--- src/rtl/two_gates_pkg.sv ---
// Shared constants for the two-gate observation cell.
package two_gates_pkg;

  localparam int TWO_GATES_CNT_W_DEFAULT = 8;

endpackage

--- src/rtl/two_gates_net.sv ---
// OR-then-AND gate pair; kept as explicit primitive instances so the
// netlist shows both gates until the optimiser chooses to fold them.
module two_gates_net (
  input  logic a,
  input  logic b,
  output logic c
);

  logic g1;

  or  u_g1 (g1, a, b);
  and u_g2 (c, a, g1);

endmodule

--- src/rtl/two_gates_unit.sv ---
// Two-gate cell with a registered copy of its output and a saturating
// counter of registered output transitions.
module two_gates_unit
  import two_gates_pkg::*;
#(
  parameter int CNT_W = TWO_GATES_CNT_W_DEFAULT
) (
  input  logic             clk,
  input  logic             rst,
  input  logic             a,
  input  logic             b,
  output logic             c,
  output logic             c_q,
  output logic [CNT_W-1:0] toggles
);

  localparam logic [CNT_W-1:0] CNT_ONE = CNT_W'(1);
  localparam logic [CNT_W-1:0] CNT_MAX = '1;

  logic changed;
  logic at_max;

  two_gates_net u_net (
    .a (a),
    .b (b),
    .c (c)
  );

  assign changed = (c != c_q);
  assign at_max  = (toggles == CNT_MAX);

  // The count is taken against the old c_q, so it lands on the same edge
  // that c_q picks up the new value.
  always_ff @(posedge clk) begin
    if (rst) begin
      c_q     <= 1'b0;
      toggles <= '0;
    end else begin
      c_q <= c;
      if (changed && !at_max) begin
        toggles <= toggles + CNT_ONE;
      end
    end
  end

endmodule

--- config.mk ---
export PLATFORM = sky130hd
export DESIGN_NAME = two_gates_unit
export DESIGN_NICKNAME = d
export VERILOG_FILES = /design/src/rtl/two_gates_pkg.sv /design/src/rtl/two_gates_net.sv /design/src/rtl/two_gates_unit.sv
export SDC_FILE = /design/constraint.sdc
export NUM_CORES = 1
export LEC_CHECK = 0
export CAP_MARGIN = 20
export CORE_AREA = 5 5 42 44
export CTS_BUF_LIST = sky130_fd_sc_hd__clkbuf_8
export CTS_CLUSTER_SIZE = 30
export DETAILED_ROUTE_END_ITERATION = 7
export DIE_AREA = 0 0 47 49
export SLEW_MARGIN = 0
export SYNTH_ARGS = -nofsm -noshare
export SYNTH_HDL_FRONTEND = slang
export SYNTH_SLANG_ARGS = --single-unit
--- constraint.sdc ---
create_clock -name clk -period 1.85 [get_ports clk]
set_clock_uncertainty 0.15 [all_clocks]
set_input_delay 0.4625 -clock clk [delete_from_list [all_inputs] [get_ports clk]]
set_output_delay 0.4625 -clock clk [all_outputs]
set_load 0.02 [all_outputs]
### Yosys cells after proc, flatten, opt, wreduce, memory -nomap -nowiden

Cells that the tools add are included.

* reductions and logical operators: 2
* add/subtract/negate cells: 1
* equality and inequality tests: 2
* bitwise operators: 2

Operator list (count)
* adder 8 x 1 -> 8 bit (second input constant): 1
* equality test 8 bit (second input constant): 1
* AND 1 bit: 1
* logical AND 1 bit: 1
* logical NOT 1 bit: 1
* inequality test 1 bit: 1
* bitwise OR 1 bit: 1

* output and inout bits: 10
* flip-flop bits (word level): 9
* bits of input ports: 4

### Logic depth before layout (Yosys ltp)

* depth after elaboration: 4
* depth in mapped cells: 5

### Modules after synthesis

From an unflattened synthesis, not the netlist that was laid out.

* cells, all modules: 48
* area total of the unflattened synthesis: 427.9 um^2

Modules (own cells, without submodules)
* two_gates_unit: area an instance 424.2 um^2, times used 1, cells an instance 47, seq. area each 180.2 um^2
* two_gates_net: area an instance 3.8 um^2, times used 1, cells an instance 1, seq. area each 0.0 um^2

### Worst setup path before layout

OpenSTA, ideal clock, no wires.

* path type: reg2reg
* start: reg toggles[0]
* end: reg toggles[3]
* period minus slack after synthesis: 1804 ps
* buffers on the path: 1
* stages on the path, launching flop included: 6
* setup slack: 46 ps
* arrival time: 1533 ps
* required time: 1579 ps
* path through: dfxtp_1 -> ha_1 -> and4_1 -> buf_2 -> a211oi_2 -> mux2_2

* cells in the longest elaborated chain, start to end: 3
* elaborated cells on any way between the ends: 4

Ends and longest elaborated chain
* start: declaration: line two_gates_unit.sv:14 `output logic [CNT_W-1:0] toggles`
* start signal: assignment: line two_gates_unit.sv:41 `toggles <= toggles + CNT_ONE;`
* parallel branches: the longest is 3 deep, another holds adder 8 x 1 -> 8 bit

Several ways; the timed one is not identified.
A chain may end at the register's enable or synchronous reset.

### Worst setup path after layout

* start: in a
* end: out c

* cells in the longest elaborated chain, start to end: 2

Ends and longest elaborated chain
* start: declaration: line two_gates_unit.sv:10 `input logic a,`
* bitwise OR 1 bit: line two_gates_net.sv:11 `or u_g1 (g1, a, b);`
* AND 1 bit (*): line two_gates_net.sv:12 `and u_g2 (c, a, g1);`
* end: declaration: line two_gates_unit.sv:12 `output logic c,`

Every way passes the cells marked *; elsewhere a longest branch is shown, timed or not.

==> results.py <==
metrics = {
    "global_routing": {
        "grt_pass1_wl_mm": 1.987,
        "gr-total-overflow": 0,
        "grt_antenna_before_repair": 0,
        "grt_max_degree": 10,
        "grt_pass1_vias": 435,
        "globalRouteTotalUtil": 0.1191,
    },
    "timing": {
        "worst_slew_pin_slew_ps": 255.0,
        "fin_crit_sh": 0.9754,
        "rsz0062_at_grt": "no",
        "setup_viol": 0,
        "hold_viol_final": 0,
        "fin_crit_ps": 1805,
        "max_freq_mhz": 554.2,
        "relSlewSlack": 0.8295,
        "final-max-slew-violation-count": 0,
    },
    "detailed_routing": {
        "wl_mm": 1.076,
        "ant_nets": 0,
        "dr_total_vias": 436,
        "drc_errors": 0,
        "avgViaCountPerCell": 5.011,
        "dr.pass1.iters": 4,
        "avgRoutedWirePerCell_um": 12.37,
        "drt_iter0_markers": 2,
    },
    "pwr": {
        "power_leakage_nw": 0.3461,
        "ir_drop_uv": 465.2,
        "cellPowerDensity_nw_per_um2": 721.2,
    },
    "die": {
        "fp.dieH_um": 49,
        "io_pins": 14,
        "start_util": 0.3429,
        "die_area_um2": 2303,
        "dieWidth_um": 47,
        "core_um2": 1401,
        "rows": 14,
    },
    "finish": {
        "final_util": 0.4991,
        "nNetsFinal": 77,
        "fin_area_um2": 699.4,
        "antenna_cells": 0,
        "area_growth_pct": 45.57,
        "drive_gt1_frac": 0.2113,
    },
    "setup_path": {
        "start_kind": "primary input",
        "crit_buf_inv": 2,
        "required_ps": 1240,
        "slowest_delay_ps": 470,
        "worst_path_max_delay_cell": "clkdlybuf4s50_1",
        "arrival_ps": 1190,
        "cp_top_family": "buffers and inverters",
        "crit_chain": "clkdlybuf4s50_1 -> clkdlybuf4s15_2",
        "crit_type": "primary input to primary output",
        "crit_path_max_fanout": 2,
        "end_kind": "primary output",
    },
    "place": {
        "gp_congestion": 0.6931,
        "port_buffers": 12,
        "dpl.hpwl_um": 809.3,
        "postPlaceCellArea_um2": 655.6,
    },
    "clock_network": {
        "htreeDepth": 1,
        "clk_latency_ps": 230,
        "cts_buffers": 3,
        "cts_buffer_depth": 2,
        "clock_sinks": 9,
        "cts_tree": "built",
        "ctsHoldBuffers": 0,
        "cts-root-buf": "clkbuf_8",
        "path_clk_slew_ps": 40,
    },
    "yosys": {
        "synth_area_per_cell_um2": 9.421,
        "yosysWarnings": 0,
        "synth_area_um2": 480.5,
        "ys_ff_latch": 9,
        "synth.distinct_cells": 25,
        "syn_inst": 51,
        "synth_nets": 56,
        "ys_seq_area_frac": 0.3750,
    },
    "run": {
        "drv_cap": 0,
    },
    "hold_path": {
        "min_path_type": "register to register",
    },
    "run_status": {
        "status": "complete, no violations",
    },
}
worst reg2reg max path, delay by kind of cell, from the launching register on:
| family | cells | cell delay (ps) |
|---|---|---|
| muxes | 1 | 360 |
| DFF | 1 | 350 |
| adders and majority gates | 1 | 270 |
| and+or+nand+nor | 1 | 250 |
| AOI/OAI and AO/OA | 1 | 240 |
cells in the final DEF, fill, tap and decap left out, types with 2 or more instances in the layout:
cell,Yosys,layout
dfxtp_1,9,9
buf_4,0,7
dlygate4sd2_1,0,6
nor2b_1,4,4
nor2_1,4,4
and3_1,4,4
a311oi_1,3,3
clkbuf_8,0,3
clkdlybuf4s50_1,0,3
a21oi_1,2,2
mux2_2,2,2
a31oi_1,2,2
and2_1,2,2
nand3_1,2,2
a41oi_1,2,2
inv_1,1,2
nand2b_1,2,2
dlymetal6s2s_1,0,2
metrics by stage:
step	setup WS (ps)	hold slack, ps	total power [W]	instances	setup TNS (ps)
4_1_cts	7.810	378.8	0.0005155	87	0
3_3_place_gp	-298.8	364.7	0.0002926	83	-1101
2_1_floorplan	46.27	429.9	0.0002551	51	0
6_report	45.45	373.8	0.0005045	87	0
3_5_place_dp	-307.7	372.6	0.0002944	83	-1338
5_1_grt	0.9960	416.4	0.0005391	87	0
flip-flops by register name, indices dropped and copies added, names as in the netlist:
signal	flops
c_q	1
toggles	8
report_power, final:
| part | switching (W) | leakage, nW | total (W) | internal [W] |
|---|---|---|---|---|
| Clock | 0.0000747 | 0.0269 | 0.000219 | 0.000144 |
| Combinational | 0.0000370 | 0.246 | 0.0000736 | 0.0000366 |
| Sequential | 0.00000952 | 0.0732 | 0.000212 | 0.000202 |
kinds of logic after synthesis:
group / after synthesis / share of synthesized area
XOR/XNOR: 2 / 0.05210
buffers and inverters: 4 / 0.04425
adder cells (fa/ha/maj): 1 / 0.02604
AO/OA/AOI/OAI: 12 / 0.2005
multiplexers: 3 / 0.06771
AND/OR/NAND/NOR: 20 / 0.2343
flip-flops: 9 / 0.3750
repair_timing:
action / 4_1_cts / 5_1_grt
buffers inserted: 0 / 0
setup endpoints to repair: 7 / 2
cloned: 0 / 0
gates resized for setup: 9 / 2
pin swaps: 0 / 0
Yosys cell counts:
| cell | number | share of area |
|---|---|---|
| and4_1 | 1 | 0.018 |
| xor2_2 | 1 | 0.034 |
| mux2_2 | 2 | 0.047 |
| nand2_1 | 1 | 0.0078 |
| and3_1 | 4 | 0.052 |
| a41o_1 | 1 | 0.021 |
| nor2_1 | 4 | 0.031 |
| a311oi_1 | 3 | 0.055 |
| clkbuf_1 | 1 | 0.0078 |
| a211oi_1 | 1 | 0.016 |
| a211oi_2 | 1 | 0.026 |
| ha_1 | 1 | 0.026 |
| mux2i_1 | 1 | 0.021 |
| nand2b_1 | 2 | 0.026 |
| inv_1 | 1 | 0.0078 |
| dfxtp_1 | 9 | 0.37 |
| a31oi_1 | 2 | 0.026 |
| dlygate4sd1_1 | 1 | 0.018 |
| nor2b_1 | 4 | 0.052 |
| and2_1 | 2 | 0.026 |
| buf_2 | 1 | 0.010 |
| a21oi_1 | 2 | 0.021 |
| a41oi_1 | 2 | 0.036 |
| xnor2_1 | 1 | 0.018 |
| nand3_1 | 2 | 0.021 |
path summary, 6_finish.rpt:
path | from | to | slack [ps] | depth (start not counted)
worst min-delay path | toggles[1] | toggles[1] | 370 | 2
worst max register to register | toggles[0] | toggles[3] | 130 | 4
worst max-delay path | a | c | 50 | 2
worst min register to register | toggles[1] | toggles[1] | 370 | 2
layer usage:
metal	up-vias	GRT usage	part of all wire
met1	196	0.1476	0.42
met5	-	0	0
met3	2	0.07011	0.066
li1	228	-	-
met2	10	0.1674	0.50
met4	0	0.04147	0.011
area by class of cell:
cell class | instances | area [um^2]
well taps | 16 | 20.02
fillers | 150 | 701.9
multi-input cells | 38 | 279.0
clock buffers | 3 | 41.29
clock inverters | 1 | 3.754
inverters | 1 | 3.754
flip-flops and latches | 9 | 180.2
repair buffers | 19 | 171.4
No activity file was read; power rests on OpenSTA's default activity.
